**config.mk**
```make
export PLATFORM = sky130hd
export DESIGN_NAME = instr_reg_ctrl_flat
export DESIGN_NICKNAME = d
export VERILOG_FILES = /design/src/rtl/instr_register_pkg.sv /design/src/rtl/instr_reg_ctrl_if.sv /design/src/rtl/instr_reg_ctrl.sv /design/src/flat_wrapper.sv
export SDC_FILE = /design/constraint.sdc
export NUM_CORES = 1
export LEC_CHECK = 0
export CAP_MARGIN = 30
export CORE_AREA = 5 5 187 189
export CTS_CLUSTER_SIZE = 16
export DETAILED_ROUTE_END_ITERATION = 7
export DIE_AREA = 0 0 192 194
export DONT_BUFFER_PORTS = 1
export PLACE_DENSITY = 0.46
export SKIP_CTS_REPAIR_TIMING = 1
export SLEW_MARGIN = 20
export SYNTH_ARGS = -nofsm -noshare
export SYNTH_HDL_FRONTEND = slang
export SYNTH_SLANG_ARGS = --single-unit
```
**constraint.sdc**
```tcl
create_clock -name clk -period 2.7 [get_ports clk]
set_clock_uncertainty 0.15 [all_clocks]
set_input_delay 0.54 -clock clk [delete_from_list [all_inputs] [get_ports clk]]
set_output_delay 0.54 -clock clk [all_outputs]
set_load 0.005 [all_outputs]
```
**src/rtl/instr_register_pkg.sv**
```systemverilog
// Shared types for the instruction register and its sequencing controller.
package instr_register_pkg;

    localparam int unsigned DEPTH = 32;
    localparam int unsigned AW    = $clog2(DEPTH);

    typedef enum logic [3:0] {
        ZERO  = 4'd0,
        PASSA = 4'd1,
        PASSB = 4'd2,
        ADD   = 4'd3,
        SUB   = 4'd4,
        MULT  = 4'd5,
        DIV   = 4'd6,
        MOD   = 4'd7
    } opcode_t;

    typedef logic signed [31:0] operand_t;
    typedef logic signed [63:0] result_t;
    typedef logic [AW-1:0]      address_t;
    typedef logic [AW:0]        count_t;

    typedef struct packed {
        opcode_t  opc;
        operand_t op_a;
        operand_t op_b;
        result_t  res;
    } instruction_t;

    typedef enum logic [1:0] {
        IDLE  = 2'd0,
        WRITE = 2'd1,
        READ  = 2'd2
    } ctrl_state_t;

    // Division-type opcodes with a zero divisor are never stored
    function automatic logic is_div0(opcode_t op, operand_t b);
        return ((op == DIV) || (op == MOD)) && (b == '0);
    endfunction

endpackage

```
**src/rtl/instr_reg_ctrl_if.sv**
```systemverilog
// Producer/consumer handshakes plus the register-side control bus of instr_reg_ctrl.
interface instr_reg_ctrl_if;
    import instr_register_pkg::*;

    logic         in_valid;
    logic         in_ready;
    opcode_t      in_opcode;
    operand_t     in_operand_a;
    operand_t     in_operand_b;
    logic         rd_req;
    logic         rd_ack;
    logic         rd_valid;
    instruction_t rd_data;
    logic         flush;
    logic         full;
    logic         empty;
    count_t       count;
    logic         err_div0;
    logic         reset_n;
    logic         load_en;
    address_t     write_pointer;
    address_t     read_pointer;
    opcode_t      opcode;
    operand_t     operand_a;
    operand_t     operand_b;
    result_t      result;
    instruction_t instruction_word;

    modport master (
        output in_valid, in_opcode, in_operand_a, in_operand_b, rd_req, flush,
               instruction_word,
        input  in_ready, rd_ack, rd_valid, rd_data, full, empty, count, err_div0,
               reset_n, load_en, write_pointer, read_pointer, opcode, operand_a,
               operand_b, result
    );

    modport slave (
        input  in_valid, in_opcode, in_operand_a, in_operand_b, rd_req, flush,
               instruction_word,
        output in_ready, rd_ack, rd_valid, rd_data, full, empty, count, err_div0,
               reset_n, load_en, write_pointer, read_pointer, opcode, operand_a,
               operand_b, result
    );

endinterface

```
**src/rtl/instr_reg_ctrl.sv**
```systemverilog
// Circular-queue sequencer for the 32-entry instruction register: round-robin
// arbitration between producer writes and consumer readbacks, one op at a time.
module instr_reg_ctrl
    import instr_register_pkg::*;
(
    input logic             clk,
    input logic             reset,
    instr_reg_ctrl_if.slave bus
);

    ctrl_state_t  state_q, state_d;
    logic         last_grant_q, last_grant_d;   // 1: read won the last tie
    address_t     wr_ptr_q, rd_ptr_q;
    count_t       count_q;
    opcode_t      opc_q;
    operand_t     a_q, b_q;
    logic         rd_valid_q, err_div0_q;
    instruction_t rd_data_q;

    logic full_c, empty_c, active, wr_cand, rd_cand;
    logic grant_wr, grant_rd, div0_hit, do_write, do_read;

    // Arbitration and next-state
    always_comb begin
        state_d      = state_q;
        last_grant_d = last_grant_q;
        grant_wr     = 1'b0;
        grant_rd     = 1'b0;
        div0_hit     = 1'b0;
        do_write     = 1'b0;
        do_read      = 1'b0;
        full_c       = (count_q == count_t'(DEPTH));
        empty_c      = (count_q == '0);
        active       = !reset && !bus.flush;
        wr_cand      = bus.in_valid && !full_c;
        rd_cand      = bus.rd_req && !empty_c;

        unique case (state_q)
            IDLE: begin
                if (active) begin
                    if (wr_cand && rd_cand) begin
                        grant_wr     = last_grant_q;
                        grant_rd     = !last_grant_q;
                        last_grant_d = !last_grant_q;
                    end else begin
                        grant_wr = wr_cand;
                        grant_rd = rd_cand;
                    end
                    if (grant_wr) begin
                        div0_hit = is_div0(bus.in_opcode, bus.in_operand_b);
                        state_d  = div0_hit ? IDLE : WRITE;
                    end else if (grant_rd) begin
                        state_d = READ;
                    end
                end
            end
            WRITE: begin
                do_write = active;
                state_d  = IDLE;
            end
            READ: begin
                do_read = active;
                state_d = IDLE;
            end
            default: state_d = IDLE;
        endcase

        if (!active) state_d = IDLE;
    end

    always_ff @(posedge clk) begin
        if (reset) state_q <= IDLE;
        else       state_q <= state_d;
    end

    // Pointers, occupancy, latched instruction and readback capture
    always_ff @(posedge clk) begin
        if (reset) begin
            last_grant_q <= 1'b1;
            wr_ptr_q     <= '0;
            rd_ptr_q     <= '0;
            count_q      <= '0;
            opc_q        <= ZERO;
            a_q          <= '0;
            b_q          <= '0;
            rd_valid_q   <= 1'b0;
            err_div0_q   <= 1'b0;
            rd_data_q    <= '0;
        end else begin
            last_grant_q <= last_grant_d;
            rd_valid_q   <= 1'b0;
            err_div0_q   <= div0_hit;
            if (grant_wr) begin
                opc_q <= bus.in_opcode;
                a_q   <= bus.in_operand_a;
                b_q   <= bus.in_operand_b;
            end
            if (bus.flush) begin
                wr_ptr_q <= '0;
                rd_ptr_q <= '0;
                count_q  <= '0;
            end else begin
                if (do_write) begin
                    wr_ptr_q <= wr_ptr_q + address_t'(1);
                    count_q  <= count_q + count_t'(1);
                end
                if (do_read) begin
                    rd_data_q  <= bus.instruction_word;
                    rd_valid_q <= 1'b1;
                    rd_ptr_q   <= rd_ptr_q + address_t'(1);
                    count_q    <= count_q - count_t'(1);
                end
            end
        end
    end

    assign bus.in_ready      = grant_wr;
    assign bus.rd_ack        = grant_rd;
    assign bus.rd_valid      = rd_valid_q;
    assign bus.rd_data       = rd_data_q;
    assign bus.err_div0      = err_div0_q;
    assign bus.full          = full_c && !reset;
    assign bus.empty         = empty_c || reset;
    assign bus.count         = count_q;
    assign bus.reset_n       = ~reset;
    assign bus.load_en       = do_write;
    assign bus.write_pointer = wr_ptr_q;
    assign bus.read_pointer  = rd_ptr_q;
    assign bus.opcode        = opc_q;
    assign bus.operand_a     = a_q;
    assign bus.operand_b     = b_q;
    assign bus.result        = '0;

endmodule

```
**src/flat_wrapper.sv**
```systemverilog
// flat-port wrapper written by rule: the top's interface ports become plain ports
module instr_reg_ctrl_flat import instr_register_pkg::*;
  (clk, reset, bus_in_valid, bus_in_opcode, bus_in_operand_a, bus_in_operand_b, bus_rd_req, bus_flush, bus_instruction_word, bus_in_ready, bus_rd_ack, bus_rd_valid, bus_rd_data, bus_full, bus_empty, bus_count, bus_err_div0, bus_reset_n, bus_load_en, bus_write_pointer, bus_read_pointer, bus_opcode, bus_operand_a, bus_operand_b, bus_result);
  instr_reg_ctrl_if bus_i ();
  input logic clk;
  input logic reset;
  input wire logic [$bits(bus_i.in_valid)-1:0] bus_in_valid;
  input wire logic [$bits(bus_i.in_opcode)-1:0] bus_in_opcode;
  input wire logic [$bits(bus_i.in_operand_a)-1:0] bus_in_operand_a;
  input wire logic [$bits(bus_i.in_operand_b)-1:0] bus_in_operand_b;
  input wire logic [$bits(bus_i.rd_req)-1:0] bus_rd_req;
  input wire logic [$bits(bus_i.flush)-1:0] bus_flush;
  input wire logic [$bits(bus_i.instruction_word)-1:0] bus_instruction_word;
  output wire logic [$bits(bus_i.in_ready)-1:0] bus_in_ready;
  output wire logic [$bits(bus_i.rd_ack)-1:0] bus_rd_ack;
  output wire logic [$bits(bus_i.rd_valid)-1:0] bus_rd_valid;
  output wire logic [$bits(bus_i.rd_data)-1:0] bus_rd_data;
  output wire logic [$bits(bus_i.full)-1:0] bus_full;
  output wire logic [$bits(bus_i.empty)-1:0] bus_empty;
  output wire logic [$bits(bus_i.count)-1:0] bus_count;
  output wire logic [$bits(bus_i.err_div0)-1:0] bus_err_div0;
  output wire logic [$bits(bus_i.reset_n)-1:0] bus_reset_n;
  output wire logic [$bits(bus_i.load_en)-1:0] bus_load_en;
  output wire logic [$bits(bus_i.write_pointer)-1:0] bus_write_pointer;
  output wire logic [$bits(bus_i.read_pointer)-1:0] bus_read_pointer;
  output wire logic [$bits(bus_i.opcode)-1:0] bus_opcode;
  output wire logic [$bits(bus_i.operand_a)-1:0] bus_operand_a;
  output wire logic [$bits(bus_i.operand_b)-1:0] bus_operand_b;
  output wire logic [$bits(bus_i.result)-1:0] bus_result;
  assign bus_i.in_valid = bus_in_valid;
  assign bus_i.in_opcode = bus_in_opcode;
  assign bus_i.in_operand_a = bus_in_operand_a;
  assign bus_i.in_operand_b = bus_in_operand_b;
  assign bus_i.rd_req = bus_rd_req;
  assign bus_i.flush = bus_flush;
  assign bus_i.instruction_word = bus_instruction_word;
  assign bus_in_ready = bus_i.in_ready;
  assign bus_rd_ack = bus_i.rd_ack;
  assign bus_rd_valid = bus_i.rd_valid;
  assign bus_rd_data = bus_i.rd_data;
  assign bus_full = bus_i.full;
  assign bus_empty = bus_i.empty;
  assign bus_count = bus_i.count;
  assign bus_err_div0 = bus_i.err_div0;
  assign bus_reset_n = bus_i.reset_n;
  assign bus_load_en = bus_i.load_en;
  assign bus_write_pointer = bus_i.write_pointer;
  assign bus_read_pointer = bus_i.read_pointer;
  assign bus_opcode = bus_i.opcode;
  assign bus_operand_a = bus_i.operand_a;
  assign bus_operand_b = bus_i.operand_b;
  assign bus_result = bus_i.result;
  instr_reg_ctrl u_core (.clk(clk), .reset(reset), .bus(bus_i));
endmodule
```
==> results.md, run 1 <==
STA:
- The number of max-slew violations in the final report is 0.
- The worst path setup slack after routing is 0.118 ns.
- Setup violations remaining at the end of the flow were counted as 0.
- The clock period minus worst slack is between 2 and 3 ns.
- Static timing analysis puts the maximum clock frequency at slightly below 400 MHz.
- Headroom to the max-slew limit came out at 0.525.
- The final cycle utilization of the critical path is 0.956.
- The final number of hold-violating endpoints is 0.
- For the pin with the worst max-slew slack, the measured transition is 0.712 ns.
- Setup repair after global routing left no endpoint under its margin.

Global routing:
- The initial antenna violation count is 0.
- The total global routing overflow is 0.
- In the global route stage, overall resource usage came out at 0.132.
- Entering global routing, the biggest net connects 133 pins.
- The via count of the first global-routing pass is 6574.
- The first global-routing pass estimated 40100 µm of wire.

Synth:
- After synthesis, the share of flip-flops with an asynchronous set or reset is 0.
- In this run, distinct cell masters in the synthesized netlist total between 40 and 50.
- Of the post-synthesis cell area, the dominant cell type holds 0.511.
- Synthesis inferred 221 register bits.
- The netlist area before placement is between 8000 and 9000 µm².
- The count of flip-flops with a built-in enable after synthesis is 0.
- The per-instance average area after synthesis is 8.05 µm².
- Sorting the synthesized cells by area gives the leading types as sky130_fd_sc_hd__dfxtp_1 (51%), sky130_fd_sc_hd__nand2_1 (12%), sky130_fd_sc_hd__nand3_1 (12%), sky130_fd_sc_hd__buf_4 (5.8%), sky130_fd_sc_hd__a21oi_1 (4.1%).
- The library cell with the highest instance count after synthesis is sky130_fd_sc_hd__nand2_1.
- The most used flip-flop cell after synthesis is sky130_fd_sc_hd__dfxtp_1.
- The biggest area contributor in the post-synthesis netlist is sky130_fd_sc_hd__dfxtp_1.
- For this run, the register share of the synthesized area comes to 0.511.
- Yosys printed 0 warnings.
- The cell count after synthesis is 1076.
- The commonest cells after synthesis are sky130_fd_sc_hd__nand2_1 (275), sky130_fd_sc_hd__dfxtp_1 (221), sky130_fd_sc_hd__nand3_1 (204).

Cells and area:
- The count of antenna diodes in the layout is 0.
- The share of cells above drive strength 1 is 0.0594.
- The total number of nets in the final design is 1385.
- Relative to the synthesized area, the layout overhead comes to 28.4%.
- Once layout is complete, the utilization of the core stands at 0.336.

Worst setup path:
- The reg-to-reg setup timing slack is 0.41 ns.
- STA classifies the critical path endpoint as an output pin.
- STA classifies the critical path startpoint as a flip-flop.
- The origin of the critical flop-to-flop path is u_core.state_q[0].
- The critical path in this run is classified as reg2out.
- The worst reg2reg path endpoint is u_core.bus.count[4].
- Data on the critical path is required at its endpoint by 2.01 ns.
- The worst register-to-register path has a depth of 7.
- The maximum fanout encountered on the critical timing path is 8.
- Data arrives at the worst endpoint at 1.89 ns.

Routing:
- The wire length per cell is 18.0 µm.
- The first-pass iteration count of the detailed router is 5.
- In this run the remaining antenna-violating nets after routing total 0.
- For this block, the via count after detailed routing is 7613.
- In the routed design, unresolved DRC markers number 0.
- The count of routing violations after the opening detailed-route iteration is approximately 310.
- The total wire length is 29600 µm.
- The via density per instance is roughly 4.6.

Run:
- The number of maximum-capacitance violations is 0.

Hold path:
- Counting instances, the worst hold path has a depth of 2.
- The critical hold path startpoint is bus_in_operand_b[27].
- The worst hold path belongs to the class in2reg.
- The worst hold path endpoint is u_core.bus.operand_b[27].

Power:
- The power density over the cells is ~650 nW/µm².
- The static leakage is 0.00460 µW.
- IR analysis of the VDD net gives a maximum drop of 0.401 mV.

Clock network:
- The clock tree from TritonCTS is done.
- The number of clock buffers inserted by TritonCTS is 25.
- Clock-pin slew was measured on the worst setup and hold paths at 0.06 ns.
- For the worst-skew pair, the clock arrives at the later sink with an insertion delay of approximately 0.52 ns.
- The maximum level of the CTS H-tree is 1.
- In this run the deepest clock path goes through 3 buffers.
- The number of sinks driven by the clock tree is 221.
- In this run the clock root is driven by a sky130_fd_sc_hd__clkbuf_16.

Run status:
- The flow ran to the end, and the final reports show no timing, DRC or antenna violations.

Floorplan:
- The vertical die dimension is slightly below 200 µm.
- Row generation in the floorplan step produced 67 rows.
- Measured along the x axis, the die boundary spans 192 µm.
- For this configuration, the core starts out at a cell density of 0.262.
- The number of top-level pins is 493.
- The core region is 33100 µm².
- The die covers 37200 µm².

Placed design:
- The number of port buffers is 0.
- Timing analysis after detailed placement gives a worst setup slack of about 0.25 ns.
- The HPWL after detailed placement is 19500 µm.
- The congestion estimate from routability-driven global placement came to a little under 0.8.
## sequential cells by signal, indices dropped and copies added (netlist names)
register	flops
u_core.bus.count	6
u_core.bus.operand_b	32
u_core.bus.write_pointer	5
u_core.bus.rd_data	132
u_core.last_grant_q	1
u_core.bus.rd_valid	1
u_core.bus.read_pointer	5
u_core.bus.operand_a	32
u_core.bus.err_div0	1
u_core.state_q	2
u_core.bus.opcode	4
## kinds of logic (layout without fill, tap and decap cells)
kind of cell    count (synthesis)  count (layout)  synth area share
simple gates                  537             537             0.274
flops                         221             221             0.511
compound gates                151             151            0.0907
buf+inv                       150             206             0.106
xor+xnor                       11              11            0.0111
fa+ha+maj                       3               3           0.00433
mux                             2               2           0.00246
other cells                     1              64          0.000433
## worst max-delay path by stage
| stage | from | to | slack, ns | depth (start not counted) |
|---|---|---|---|---|
| 2_1_floorplan | reset | u_core.bus.count[4] | 0.009 | 10 |
| 3_3_place_gp | bus_flush | u_core.bus.count[4] | 0.26 | 7 |
| 3_5_place_dp | bus_flush | u_core.bus.count[4] | 0.25 | 7 |
| 4_1_cts | u_core.bus.count[1] | bus_in_ready | -0.02 | 3 |
| 5_1_grt | u_core.bus.count[1] | bus_in_ready | 0.009 | 3 |
| 6_report | u_core.bus.count[1] | bus_in_ready | 0.12 | 3 |
## per-stage QoR
stage / setup TNS, ns / area (µm²) / std cells / hold slack [ns] / total power [µW]
after floorplan: 0 / 8900 / 1139 / 0.300 / 3610
after global placement: 0 / 8770 / 1453 / 0.314 / 3570
after detailed placement: 0 / 8770 / 1453 / 0.319 / 3580
after CTS: -0.0223 / 9640 / 1498 / -0.0869 / 7150
after global routing: 0 / 11100 / 1643 / 0.0000902 / 7520
final: 0 / 11100 / 1643 / 0.0127 / 7250
## worst max-delay path: stages, from the launching register on
cell and delay [ns]:
sky130_fd_sc_hd__dfxtp_1 0.42, sky130_fd_sc_hd__or3_4 0.49, sky130_fd_sc_hd__o211ai_4 0.31, sky130_fd_sc_hd__nor2_1 0.15
## layer usage
layer / part of all wire / wire (µm) / global-route usage
met2: 0.48 / 14100 / 0.217
met5: 0 / 0 / 0
met3: 0.13 / 3990 / 0.0654
met4: 0.021 / 610 / 0.0380
met1: 0.37 / 10900 / 0.152
## cell usage in the layout (no fill, tap or decap), drive strengths merged, types with 2 or more instances in the layout
master       count
nor3             9
nor3b            2
clkinv           3
nor4             8
nand2b           2
bufinv           3
o211ai           2
buf             14
or2              3
clkbuf          39
ha               3
nand3          204
nand2          275
dfxtp          221
and2             2
xor2             7
inv              3
dlygate4sd3    144
a31oi            2
nor2            19
nand4            6
a21oi           71
xnor2            4
conb            64
o21ai           72
nor2b            3
## final cells by class
class | count | area [µm²]
clock inverters | 6 | 105
fillers | 3367 | 22000
repair buffers | 158 | 1650
inverters | 3 | 16.3
well taps | 448 | 561
clock buffers | 39 | 758
multi-input cells | 768 | 3600
flip-flops and latches | 221 | 4430
## where the power goes
| part | switching (µW) | internal, µW |
|---|---|---|
| clock | 1340 | 2200 |
| sequential | 35.0 | 3300 |
| combinational | 179 | 193 |
No activity file was read; power rests on OpenSTA's default activity.
==> inputs of run 2 (changes only) <==
--- a/config.mk
+++ b/config.mk
@@ -6,12 +6,12 @@
 export NUM_CORES = 1
 export LEC_CHECK = 0
 export CAP_MARGIN = 30
-export CORE_AREA = 5 5 187 189
+export CORE_AREA = 2 2 190 192
 export CTS_CLUSTER_SIZE = 16
 export DETAILED_ROUTE_END_ITERATION = 7
 export DIE_AREA = 0 0 192 194
 export DONT_BUFFER_PORTS = 1
-export PLACE_DENSITY = 0.46
+export PLACE_DENSITY = 0.44
 export SKIP_CTS_REPAIR_TIMING = 1
 export SLEW_MARGIN = 20
 export SYNTH_ARGS = -nofsm -noshare
==> run 2 against run 1 <==
- sequential power about the same
- via count up 1.1%
- clock-buffer cell count down 2
- hold slack got worse by 0.012 ns
- sequential share of layout area decreased by 0.85 points
- first-iteration DRC count decreased by 0.64%
- design area grew 2.1%
==> results.md, run 2 (synthesis gave the netlist of run 1 again) <==
Run status:
- The run finished with clean final reports.

Worst setup path:
- By instance count, the cell type seen most on the critical path is sky130_fd_sc_hd__buf_4.
- The category of the worst setup path capture point is an output pin.
- The worst reg2reg path endpoint is u_core.bus.count[4].
- The longest individual stage delay on the worst path is 0.43 ns (-0.06 ns).
- The maximum fanout encountered on the critical timing path was 8 (unchanged).
- Tracing the worst setup path back leads to its startpoint at u_core.bus.count[1].
- The type of the setup path with the least slack is reg2out.
- The capturing instance or port of the critical path is bus_full.
- Traced cell by cell, the critical path runs through nor3_4 -> nand2_2 -> nor3b_1 -> buf_4 -> buf_4.
- The origin of the critical flop-to-flop path is u_core.state_q[0].
- The number of cell instances on the worst register-to-register path came to 7 (unchanged).
- The endpoint arrival time on the critical path was 1.87 ns (-0.02 ns).
- On the critical path, the stage with the largest delay is an instance of sky130_fd_sc_hd__dfxtp_1.
- The reg-to-reg setup timing slack was 0.42 ns (about the same).
- The worst path required time is 2.01 ns (about the same).
- The startpoint type of the worst setup path is a flip-flop.

Routing:
- The post-detailed-route count of antenna-violating nets is 0 (unchanged).
- The first-pass iteration count of the detailed router came to 4 (-1).
- The via density per instance is 4.59 (-1.0%).
- The overall via count from detail_route was 7699 (+1.1%).
- The total wire length is 28500 µm (-3.7%).
- The count of routing violations after the opening detailed-route iteration is 310 (-0.64%).
- The post-detailed-route DRC marker count came to 0 (unchanged).
- The wire length per cell is 17.0 µm (-5.7%).

Power:
- The static leakage is 0.00470 µW (+2.2%).
- The overall power is 7200 µW (-0.66%).
- The power density over the cells came to 634 nW/µm² (-2.7%).
- The maximum ir drop on the vdd rail came to 0.471 mV (+17%).

Placed design:
- The cell count after placement came to 1472 (+1.3%).
- The routability congestion estimate from global placement is 0.719 (-9.0%).
- The number of port buffers is 0 (unchanged).
- The pre-CTS worst setup slack is 0.230 ns (-0.0193 ns).
- The HPWL after detailed placement is 18500 µm (-5.3%).

STA:
- The worst path setup slack after routing is 0.143 ns (+0.0257 ns).
- Setup repair after global routing left no endpoint under its margin.
- The final number of hold-violating endpoints is 0 (unchanged).
- The worst-case headroom to the max-slew limit came to 0.514 (-0.0116).
- The number of max-slew violations in the final report is 0 (unchanged).
- The final cycle utilization of the critical path is 0.947 (-0.00952).
- The transition at the pin with the smallest max-transition slack is 0.730 ns (+0.0174 ns).
- The count of final setup violators is 0 (unchanged).
- The clock period minus worst slack is 2.56 ns (-0.0257 ns).
- The highest achievable clock rate is 391 MHz (+1.0%).

Floorplan:
- The horizontal die dimension is 192 µm (unchanged).
- The standard cell core area is 35200 µm² (+6.4%).
- The vertical die dimension is 194 µm (unchanged).
- The initial standard-cell utilization of the core is 0.246 (-0.0157).
- The floorplan die area came to 37200 µm² (unchanged).
- The number of cell rows is 69 (+3.0%).
- The number of top-level pins is 493 (unchanged).

Cells and area:
- The number of cells in the finished layout apart from fillers is 1679 (+2.2%).
- Leaving out fill and tap cells, the most frequent cells in the layout are sky130_fd_sc_hd__nand2_1 (274), sky130_fd_sc_hd__dfxtp_1 (221), sky130_fd_sc_hd__nand3_1 (204).
- The count of antenna diodes in the layout was 0 (unchanged).
- The total number of nets in the final design is 1410 (+1.8%).
- Compared with the post-synthesis result, the final layout area differs by 31.1%.
- The commonest non-fill, non-tap cell in the layout is sky130_fd_sc_hd__nand2_1.
- The flip-flop count of the largest register, all copies and words added is 132 (unchanged).
- The share of cells above drive strength 1 was 0.0624 (+0.00298).

Global routing:
- The total global routing overflow came to 0 (unchanged).
- The global-route wire length before repair is 39400 µm (-1.6%).
- The total track usage is 0.132 (+0.000148).
- The via count of the first global-routing pass is 6678 (+1.6%).
- The initial antenna violation count is 0 (unchanged).
- The pin count of the biggest net entering global routing is 136 (+2.3%).

Clock network:
- The number of sinks driven by the clock tree was 221 (unchanged).
- The insertion delay to the later sink of the worst-skew pair came to 0.53 ns (about the same).
- The clock slew seen by the registers of the worst setup and hold paths is 0.06 ns (about the same).
- The buffer type at the clock tree root is sky130_fd_sc_hd__clkbuf_16.
- The number of clock buffers inserted by TritonCTS is 25 (unchanged).
- The clock tree from TritonCTS is done.
- The number of buffers between clock root and the deepest sink came to 3 (unchanged).
- The maximum level of the CTS H-tree came to 1 (unchanged).

Hold path:
- The class of the tightest hold or removal check is in2reg.

Run:
- The number of maximum-capacitance violations is 0 (unchanged).
[run 2: cell types whose count changed in the layout (fill, tap and decap cells not counted), sizes merged]
cell / delta
clkinv: -2
clkinvlp: +1
dlygate4sd3: +19
buf: +6
clkbuf: -2
inv: +2
bufinv: -1
[run 2: worst min path at each step]
stage                              startpoint                  endpoint  slack (ns)  cells after the start
finish              bus_instruction_word[131]   u_core.bus.rd_data[131]      0.0006                      2
global route              bus_in_operand_a[3]   u_core.bus.operand_a[3]       -0.01                      2
CTS                                     reset  u_core.bus.operand_b[27]       -0.10                      1
detailed placement     u_core.bus.rd_data[40]    u_core.bus.rd_data[40]        0.31                      2
global placement       u_core.bus.rd_data[40]    u_core.bus.rd_data[40]        0.31                      2
floorplan               u_core.bus.rd_data[0]     u_core.bus.rd_data[0]        0.30                      2
[run 2: per-stage QoR]
step / TNS, ns / area, µm² / util / hold WS [ns]
floorplan: 0 / 8900 / - / 0.300
global placement: 0 / 8840 / 0.251 / 0.311
detailed placement: 0 / 8840 / 0.251 / 0.314
CTS: -0.101 / 9680 / 0.275 / -0.103
global route: 0 / 11400 / 0.322 / -0.0111
finish: 0 / 11400 / 0.322 / 0.000608
[run 2: report_power, final]
part | switching [µW] | internal [µW]
logic | 185 | 212
clock network | 1370 | 2100
registers | 33.3 | 3300
total | 1590 | 5620
[run 2: worst max-delay path, delay by kind of cell (launching register included)]
kind / cells / cell delay [ns]
DFF: 1 / 0.43
buffers and inverters: 2 / 0.27
and+or+nand+nor: 3 / 0.63
[run 2: layout make-up]
type | count | area (µm²)
sequential | 221 | 4420
clock buffer | 37 | 751
timing repair buffer | 183 | 1890
clock inverter | 6 | 90.1
inverter | 3 | 16.3
fill | 3664 | 23900
tap | 461 | 577
multi-input combinational | 768 | 3610
[run 2: routing by layer]
metal  vias up  track usage  wire length [µm]
li1       3732            -                 -
met1      3560        0.143             10600
met2       374        0.227             13800
met3        33       0.0666              3510
met4         0       0.0348               616
met5         -            0                 0
==> inputs of run 3 (changes only) <==
--- a/config.mk
+++ b/config.mk
@@ -11,6 +11,7 @@
 export DETAILED_ROUTE_END_ITERATION = 7
 export DIE_AREA = 0 0 192 194
 export DONT_BUFFER_PORTS = 1
+export GPL_TIMING_DRIVEN = 1
 export PLACE_DENSITY = 0.44
 export SKIP_CTS_REPAIR_TIMING = 1
 export SLEW_MARGIN = 20
==> results of run 3 <==
The final DEF is identical to that of run 2; final timing and power are the same.
